==> config.mk <==
export PLATFORM = sky130hd
export DESIGN_NAME = chunked_seq_adder
export DESIGN_NICKNAME = d
export VERILOG_FILES = /design/src/rtl/seq_add_pkg.sv /design/src/rtl/chunk_adder.sv /design/src/rtl/chunked_seq_adder.sv
export SDC_FILE = /design/constraint.sdc
export NUM_CORES = 1
export LEC_CHECK = 0
export CORE_AREA = 2 2 111 80
export CTS_BUF_LIST = sky130_fd_sc_hd__clkbuf_8
export DETAILED_ROUTE_END_ITERATION = 7
export DIE_AREA = 0 0 113 82
export GPL_TIMING_DRIVEN = 0
export PLACE_DENSITY_LB_ADDON = 0.1
export SLEW_MARGIN = 20
export SYNTH_ARGS = -nofsm -noshare
export SYNTH_HDL_FRONTEND = slang
export SYNTH_SLANG_ARGS = --single-unit
==> constraint.sdc <==
create_clock -name clk -period 2.8 [get_ports clk]
set_clock_uncertainty 0.05 [all_clocks]
set_input_delay 0.56 -clock clk [delete_from_list [all_inputs] [get_ports clk]]
set_output_delay 0.56 -clock clk [all_outputs]
set_load 0.05 [all_outputs]
==> src/rtl/seq_add_pkg.sv <==
// Shared types and helpers for the chunked sequential adder: FSM state encoding
// and the width helper used to size the chunk counter.
package seq_add_pkg;

    typedef enum logic [1:0] {
        ST_IDLE = 2'd0,
        ST_RUN  = 2'd1,
        ST_HOLD = 2'd2
    } state_t;

    // Ceiling log2 with a floor of 1, so a single-chunk build still gets a
    // legal one-bit counter instead of a zero-width vector.
    function automatic int clog2_min1(input int n);
        int r;
        r = 0;
        while ((1 << r) < n) begin
            r = r + 1;
        end
        return (r < 1) ? 1 : r;
    endfunction

endpackage

==> src/rtl/chunk_adder.sv <==
// Combinational CHUNK-bit ripple-carry adder: (x, y, ci) -> (s, co).
module chunk_adder #(
    parameter int CHUNK = 4
) (
    input  logic [CHUNK-1:0] x,
    input  logic [CHUNK-1:0] y,
    input  logic             ci,
    output logic [CHUNK-1:0] s,
    output logic             co
);

    logic [CHUNK:0] c;

    // NOTE: every bit of s and c is assigned on every pass, so no latch is inferred.
    always_comb begin
        c[0] = ci;
        for (int i = 0; i < CHUNK; i++) begin
            s[i]   = x[i] ^ y[i] ^ c[i];
            c[i+1] = (x[i] & y[i]) | (x[i] & c[i]) | (y[i] & c[i]);
        end
    end

    assign co = c[CHUNK];

endmodule

==> src/rtl/chunked_seq_adder.sv <==
// Multi-cycle adder adding CHUNK bits per clock with a registered carry,
// returning {carry_out, sum}. Optional signed-overflow flag under SEQ_ADD_OVF_EN.
module chunked_seq_adder
    import seq_add_pkg::*;
#(
    parameter int WIDTH = 16,
    parameter int CHUNK = 4
) (
    input  logic             clk,
    input  logic             rst_n,
    input  logic             in_valid,
    output logic             in_ready,
    input  logic [WIDTH-1:0] a,
    input  logic [WIDTH-1:0] b,
    input  logic             cin,
    output logic             out_valid,
    input  logic             out_ready,
    output logic [WIDTH:0]   sum,
    output logic             busy
`ifdef SEQ_ADD_OVF_EN
    ,
    output logic             ovf
`endif
);

    localparam int N_CHUNKS = WIDTH / CHUNK;
    localparam int CNT_W    = clog2_min1(N_CHUNKS);

    if ((WIDTH % CHUNK) != 0) begin : g_bad_chunk
        $error("chunked_seq_adder: WIDTH (%0d) must be a multiple of CHUNK (%0d)", WIDTH, CHUNK);
    end

    state_t           state;
    logic [WIDTH-1:0] a_q;
    logic [WIDTH-1:0] b_q;
    logic             carry_q;
    logic [CNT_W-1:0] cnt_q;
    logic [WIDTH:0]   sum_q;
    logic             in_ready_q;
    logic             out_valid_q;
    logic             busy_q;
    logic             ovf_q;

    logic [CHUNK-1:0] x_chunk;
    logic [CHUNK-1:0] y_chunk;
    logic [CHUNK-1:0] s_chunk;
    logic             co_chunk;
    logic             last_chunk;

    // One adder slice, fed the operand chunk currently selected by the counter.
    always_comb begin
        x_chunk = a_q[cnt_q*CHUNK +: CHUNK];
        y_chunk = b_q[cnt_q*CHUNK +: CHUNK];
    end

    assign last_chunk = (cnt_q == CNT_W'(N_CHUNKS - 1));

    chunk_adder #(
        .CHUNK (CHUNK)
    ) u_chunk_adder (
        .x  (x_chunk),
        .y  (y_chunk),
        .ci (carry_q),
        .s  (s_chunk),
        .co (co_chunk)
    );

    // NOTE: sequential state uses non-blocking assignments only, so every
    // register samples the pre-edge values regardless of statement order.
    always_ff @(posedge clk or negedge rst_n) begin
        if (!rst_n) begin
            state       <= ST_IDLE;
            a_q         <= '0;
            b_q         <= '0;
            carry_q     <= 1'b0;
            cnt_q       <= '0;
            sum_q       <= '0;
            in_ready_q  <= 1'b1;
            out_valid_q <= 1'b0;
            busy_q      <= 1'b0;
            ovf_q       <= 1'b0;
        end else begin
            case (state)
                ST_IDLE: begin
                    if (in_valid) begin
                        a_q        <= a;
                        b_q        <= b;
                        carry_q    <= cin;
                        sum_q      <= '0;
                        cnt_q      <= '0;
                        in_ready_q <= 1'b0;
                        busy_q     <= 1'b1;
                        state      <= ST_RUN;
                    end
                end

                ST_RUN: begin
                    sum_q[cnt_q*CHUNK +: CHUNK] <= s_chunk;
                    carry_q                     <= co_chunk;
                    if (last_chunk) begin
                        sum_q[WIDTH] <= co_chunk;
                        out_valid_q  <= 1'b1;
                        // Top chunk's MSB is the final sum[WIDTH-1] being written this edge.
                        ovf_q        <= (a_q[WIDTH-1] == b_q[WIDTH-1]) &&
                                        (s_chunk[CHUNK-1] != a_q[WIDTH-1]);
                        state        <= ST_HOLD;
                    end else begin
                        cnt_q <= cnt_q + 1'b1;
                    end
                end

                ST_HOLD: begin
                    if (out_ready) begin
                        out_valid_q <= 1'b0;
                        in_ready_q  <= 1'b1;
                        busy_q      <= 1'b0;
                        ovf_q       <= 1'b0;
                        state       <= ST_IDLE;
                    end
                end

                default: begin
                    out_valid_q <= 1'b0;
                    in_ready_q  <= 1'b1;
                    busy_q      <= 1'b0;
                    ovf_q       <= 1'b0;
                    state       <= ST_IDLE;
                end
            endcase
        end
    end

    assign in_ready  = in_ready_q;
    assign out_valid = out_valid_q;
    assign sum       = sum_q;
    assign busy      = busy_q;

`ifdef SEQ_ADD_OVF_EN
    assign ovf = ovf_q;
`else
    logic unused_ovf;
    assign unused_ovf = ovf_q;
`endif

endmodule
After elaboration in Yosys (flattened, before gate mapping)
Cells that the tools add are included.
{"block": "word_totals", "regBits": 57, "latch_bits": 0, "ram_bits": 0, "mem_bits_ro": 0, "inputBits": 37, "output_inout_bits": 20, "n_memories": 0}
{"block": "classes", "n_addsub": 2, "mul": 0, "div_mod_pow": 0, "n_lt_le_gt_ge": 0, "n_eq_ne": 7, "n_shift": 4, "n_mux": 21, "bitwise_logic": 30, "n_reduce_logical": 8}
{"operator": "$neg A4 Y34", "count": 1}
{"operator": "$pmux W17 S2", "count": 1}
{"operator": "$shift A4 B34 Y17 const A", "count": 1}
{"operator": "$shiftx A4 B34 Y17", "count": 1}
{"operator": "$shiftx A16 B5 Y4", "count": 2}
{"operator": "$bwmux W17", "count": 1}
{"operator": "$mux W17", "count": 1}
{"operator": "$and A1 B1 Y1", "count": 12}
{"operator": "$reduce_and A3 Y1", "count": 4}
{"operator": "$mux W2", "count": 5}
{"operator": "$pmux W1 S3", "count": 3}
{"operator": "$ne A2 B2 Y1 const B", "count": 4}
{"operator": "$or A1 B1 Y1", "count": 8}
{"operator": "$xor A1 B1 Y1", "count": 8}
{"operator": "$mux W1", "count": 7}
{"operator": "$pmux W2 S3", "count": 1}
{"operator": "$eq A2 B2 Y1 const B", "count": 2}
{"operator": "$pmux W2 S2", "count": 1}
{"operator": "$reduce_and A2 Y1", "count": 2}
{"operator": "$add A2 B1 Y2 const B", "count": 1}
{"operator": "$eq A2 B1 Y1 const B", "count": 1}
{"operator": "$logic_not A2 Y1", "count": 1}
{"operator": "$not A1 Y1", "count": 2}
{"operator": "$pmux W1 S2", "count": 1}
{"operator": "$reduce_bool A2 Y1", "count": 1}

Longest topological paths before layout
{"block": "logic_depth", "depth_word": 15, "depth_mapped": 11}

Modules after synthesis
From an unflattened synthesis, not the netlist that was laid out.
{"block": "unflattened", "hier_cells": 204, "area_unflattened_um2": 2685.1}
{"mod": "chunked_seq_adder", "n_inst": 1, "cells_each": 190, "area_per_inst_um2": 2567.5}
{"mod": "chunk_adder", "n_inst": 1, "cells_each": 14, "area_per_inst_um2": 117.6}

Worst setup path before layout
OpenSTA, ideal clock, no wires.
{"block": "synth_timing", "path_type": "reg2reg", "start": "register cnt_q[0]", "end": "register sum_q[3] (netlist: sum[3])", "setup_ps": 121, "arrival_time_ps": 2663, "slack_ps": -34, "stages_incl_launch_ff": 11, "path_buffers": 2, "synth_period_minus_slack_ps": 2834, "path_cell_list": "dfrtp_1 buf_6 buf_6 mux4_2 fa_1 inv_1 fa_1 fa_1 inv_1 fa_1 a22o_1"}
{"block": "synth_between", "elab_chain_len": 14, "word_cells_on_any_way": 30, "classes_between": "add/sub (1); shift (4); mux (2); bitwise (23)"}
{"element": "from (decl)", "line": "chunked_seq_adder.sv:37", "rtl": "logic [CNT_W-1:0] cnt_q;"}
{"element": "from (signal assigned)", "line": "chunked_seq_adder.sv:108", "rtl": "cnt_q <= cnt_q + 1'b1;"}
{"element": "$shiftx A16 B5 Y4, on equally long branches", "line": "chunked_seq_adder.sv:52, chunked_seq_adder.sv:53"}
{"element": "$and A1 B1 Y1", "line": "chunk_adder.sv:19", "rtl": "c[i+1] = (x[i] & y[i]) | (x[i] & c[i]) | (y[i] & c[i]);"}
{"element": "$or A1 B1 Y1 (2 in a row)", "line": "chunk_adder.sv:19"}
{"element": "$and A1 B1 Y1", "line": "chunk_adder.sv:19"}
{"element": "$or A1 B1 Y1 (2 in a row)", "line": "chunk_adder.sv:19"}
{"element": "$and A1 B1 Y1", "line": "chunk_adder.sv:19"}
{"element": "$or A1 B1 Y1 (2 in a row)", "line": "chunk_adder.sv:19"}
{"element": "$xor A1 B1 Y1", "line": "chunk_adder.sv:18", "rtl": "s[i] = x[i] ^ y[i] ^ c[i];"}
{"element": "$shiftx A4 B34 Y17", "line": "chunked_seq_adder.sv:98", "rtl": "sum_q[cnt_q*CHUNK +: CHUNK] <= s_chunk;"}
{"element": "$bwmux W17 *", "line": "chunked_seq_adder.sv:98"}
{"element": "$pmux W17 S2 *", "line": "chunked_seq_adder.sv:83", "rtl": "case (state)"}
{"element": "to (signal, indexed assignment)", "line": "chunked_seq_adder.sv:98"}
{"element": "to (signal, indexed assignment)", "line": "chunked_seq_adder.sv:101", "rtl": "sum_q[WIDTH] <= co_chunk;"}
{"element": "to (decl)", "line": "chunked_seq_adder.sv:38", "rtl": "logic [WIDTH:0] sum_q;"}
Mark *: on every way between the ends. The rest lies on a longest branch, timed or not.
A chain may end at the register's enable or synchronous reset.

Worst setup path after layout
Same ends and word-level chain as after synthesis.

==> impl_metrics.env <==
export IMPL_grt_total_usage=0.151
export IMPL_synth_seq_cells=57
export IMPL_via_count=1813
export IMPL_fin_ws_ns=-0.0288
export IMPL_rsz0062_at_grt="true"
export IMPL_synth_xor_area_frac=0
export IMPL_grt_max_degree=34
export IMPL_antenna_found_initial=0
export IMPL_area_delta_synth_final_pct=36.1
export IMPL_synthMuxAreaShare=0.216
export IMPL_synth_warning_count=0
export IMPL_dp_hpwl_mm=4.50
export IMPL_synth_simple_area_share=0.0761
export IMPL_peakVddDrop_mv=0.583
export IMPL_critPathKind="flip-flop to flip-flop"
export IMPL_cts_tree="built"
export IMPL_synth_top_family_by_area="multiplexers"
export IMPL_htreeDepth=3
export IMPL_finalNetCount=314
export IMPL_crit_start="cnt_q[0]"
export IMPL_slew_headroom=0.647
export IMPL_tightest_slew_ns=0.530
export IMPL_yosysSeqAreaShare=0.508
export IMPL_fin_crit_ns=2.83
export IMPL_ff2ff_path_depth=9
export IMPL_powerDensity_nw_per_um2=1420
export IMPL_timing_rr_end="sum[3]"
export IMPL_dp_cells=358
export IMPL_max_cap_violations=0
export IMPL_worstReg2RegStart="cnt_q[0]"
export IMPL_die_area_sq_um=9270
export IMPL_hold_class="input pin to asynchronous set/reset pin"
export IMPL_dieHeight_um=82
export IMPL_path_common_cell="fa_2"
export IMPL_synth_main_ff_cell="dfrtp_1"
export IMPL_ios=57
export IMPL_root_buffer="clkbuf_8"
export IMPL_drtAntennaViolNets=0
export IMPL_path_cells="buf_12 -> mux4_2 -> fa_2 -> inv_2 -> fa_2 -> fa_2 -> inv_2 -> fa_2 -> a22o_1"
export IMPL_max_stage_delay_ns=0.49
export IMPL_gp_congestion=0.745
export IMPL_cp_required_ns=2.98
export IMPL_min_period_over_period=1.01
export IMPL_drtIter0Drc=49
export IMPL_drc=3
export IMPL_wl_mm=6.34
export IMPL_async_flop_share=1.00
export IMPL_synth_edff_count=0
export IMPL_syn_nets=241
export IMPL_die_w_um=113
export IMPL_grt_pass1_wl_mm=10.3
export IMPL_worst_ep_arrival_time_ns=3.01
export IMPL_crit_path_end="sum[3]"
export IMPL_cts_buffers=9
export IMPL_grt_pass1_vias=1922
export IMPL_synth_cells=196
export IMPL_port_buffers=56
export IMPL_final_cell_count_no_fill=379
export IMPL_synth_adder_area_share=0.0463
export IMPL_start_util=0.340
export IMPL_final_fill_count=759
export IMPL_via_per_inst=4.78
export IMPL_r2r_slack_ns=-0.03
export IMPL_final_cell_mix="55 x dfrtp_1, 55 x clkdlybuf4s50_1, 18 x mux2_4"
export IMPL_coreArea_sq_um=8270
export IMPL_critPathMaxFanout=4
export IMPL_violations="DRC, setup timing"
export IMPL_setup_viol_count_final=4
export IMPL_synth_compound_area_frac=0.104
export IMPL_cp_end_kind="flip-flop"
export IMPL_synthesis_area_sq_um=2810
export IMPL_n_antenna_cell=0
export IMPL_hold_violations=0
export IMPL_clk_path_buf_depth=2
export IMPL_slowest_stage="fa_2"
export IMPL_firstDrtPassIters=6
export IMPL_startpoint_type="flip-flop"
export IMPL_clkTransAtPathRegs_ns=0.07
export IMPL_wl_per_cell_um=16.7
export IMPL_clock_sinks=57
export IMPL_drive_gt1_frac=0.314
export IMPL_max_freq_mhz=354
export IMPL_outcome="finished with violations"
export IMPL_gr_total_overflow=0
export IMPL_final_max_slew_viol_count=0
export IMPL_power_w=0.00542
export IMPL_clk_latency_ns=0.34
export IMPL_ys_types=41
export IMPL_rows=28
export IMPL_syn_area_per_cell_sq_um=14.3
export IMPL_total_leakage_power_nw=1.65
stage by stage:
stage	util	hold WS [ns]	instance area (sq um)	TNS (ns)	setup slack, ns
global route	0.462	0.0816	3820	-0.304	-0.0916
detailed placement	0.427	0.426	3530	-1.54	-0.311
global placement	0.425	0.425	3510	-44.07	-0.763
finish	0.462	0.0772	3820	-0.0585	-0.0288
floorplan	-	0.214	2820	-0.00327	-0.00327
CTS	0.462	0.0767	3820	-0.333	-0.108
final cells by class:
cell class                 count  area [sq um]  area share
clock buffer                   9           124      0.0324
sequential                    57          1430       0.374
inverter                      10          37.5     0.00982
clock inverter                 7           119      0.0311
timing repair buffer          63           623       0.163
buffer                        11           101      0.0265
tap                          105           131      0.0344
multi-input combinational    117          1260       0.329
worst min-delay path by stage:
stage | to | cells after the start
final | b_q[7] | 1
after global routing | b_q[7] | 1
after CTS | sum[3] | 1
after detailed placement | sum[5] | 1
after global placement | sum[5] | 1
after floorplan | a_q[0] | 0
timing repair:
| item | CTS | global route |
|---|---|---|
| pin swaps | 4 | 4 |
| hold buffers | 0 | 0 |
| buffers inserted | 5 | 1 |
| gates resized for setup | 7 | 2 |
| endpoints found under the setup margin | 6 | 6 |
worst max-delay path, delay by kind of cell (launching register included):
family,cells,cell delay (ns)
flip-flops,1,0.44
multiplexers,1,0.38
AO/OA/AOI/OAI,1,0.23
buffers and inverters,3,0.24
adder cells (fa/ha/maj),4,1.37
flip-flops by register name (all words and copies together), names as in the netlist:
| name | cells |
|---|---|
| a_q | 16 |
| b_q | 16 |
| busy | 1 |
| carry_q | 1 |
| cnt_q | 2 |
| in_ready | 1 |
| out_valid | 1 |
| state | 2 |
| sum | 17 |
cell families (layout without fill, tap and decap cells):
| kind of cell | after synthesis | count (layout) |
|---|---|---|
| muxes | 40 | 40 |
| buffers and inverters | 22 | 100 |
| AOI/OAI and AO/OA | 38 | 38 |
| DFF | 57 | 57 |
| and+or+nand+nor | 31 | 31 |
| adders and majority gates | 8 | 8 |
routing by layer:
| metal | GRT usage | vias to the layer above | part of all wire |
|---|---|---|---|
| met5 | 0 | - | 0 |
| li1 | - | 870 | - |
| met4 | 0.0463 | 0 | 0.012 |
| met1 | 0.215 | 897 | 0.51 |
| met2 | 0.218 | 39 | 0.43 |
| met3 | 0.0509 | 7 | 0.047 |
synthesized netlist by cell type, types with 3 or more instances:
| library cell | count | share of area |
|---|---|---|
| nor2b_1 | 4 | 0.0089 |
| dfrtp_1 | 56 | 0.50 |
| o2bb2ai_1 | 8 | 0.025 |
| a21oi_1 | 4 | 0.0071 |
| inv_1 | 10 | 0.013 |
| a22o_1 | 12 | 0.037 |
| o21ai_0 | 3 | 0.0053 |
| fa_1 | 4 | 0.028 |
| a21o_1 | 4 | 0.011 |
| nand2_1 | 6 | 0.0080 |
| mux2_2 | 11 | 0.044 |
| buf_6 | 6 | 0.024 |
| mux2_1 | 3 | 0.012 |
| nor2_1 | 5 | 0.0067 |
| mux4_2 | 8 | 0.064 |
| mux2_4 | 18 | 0.096 |
| ha_1 | 4 | 0.018 |
report_power, final:
group	internal (W)	switching [W]	total [W]
logic	0.00144	0.00162	0.00306
registers	0.00121	0.000215	0.00142
clock network	0.000590	0.000342	0.000932
Power figures use the tool's default switching activity.
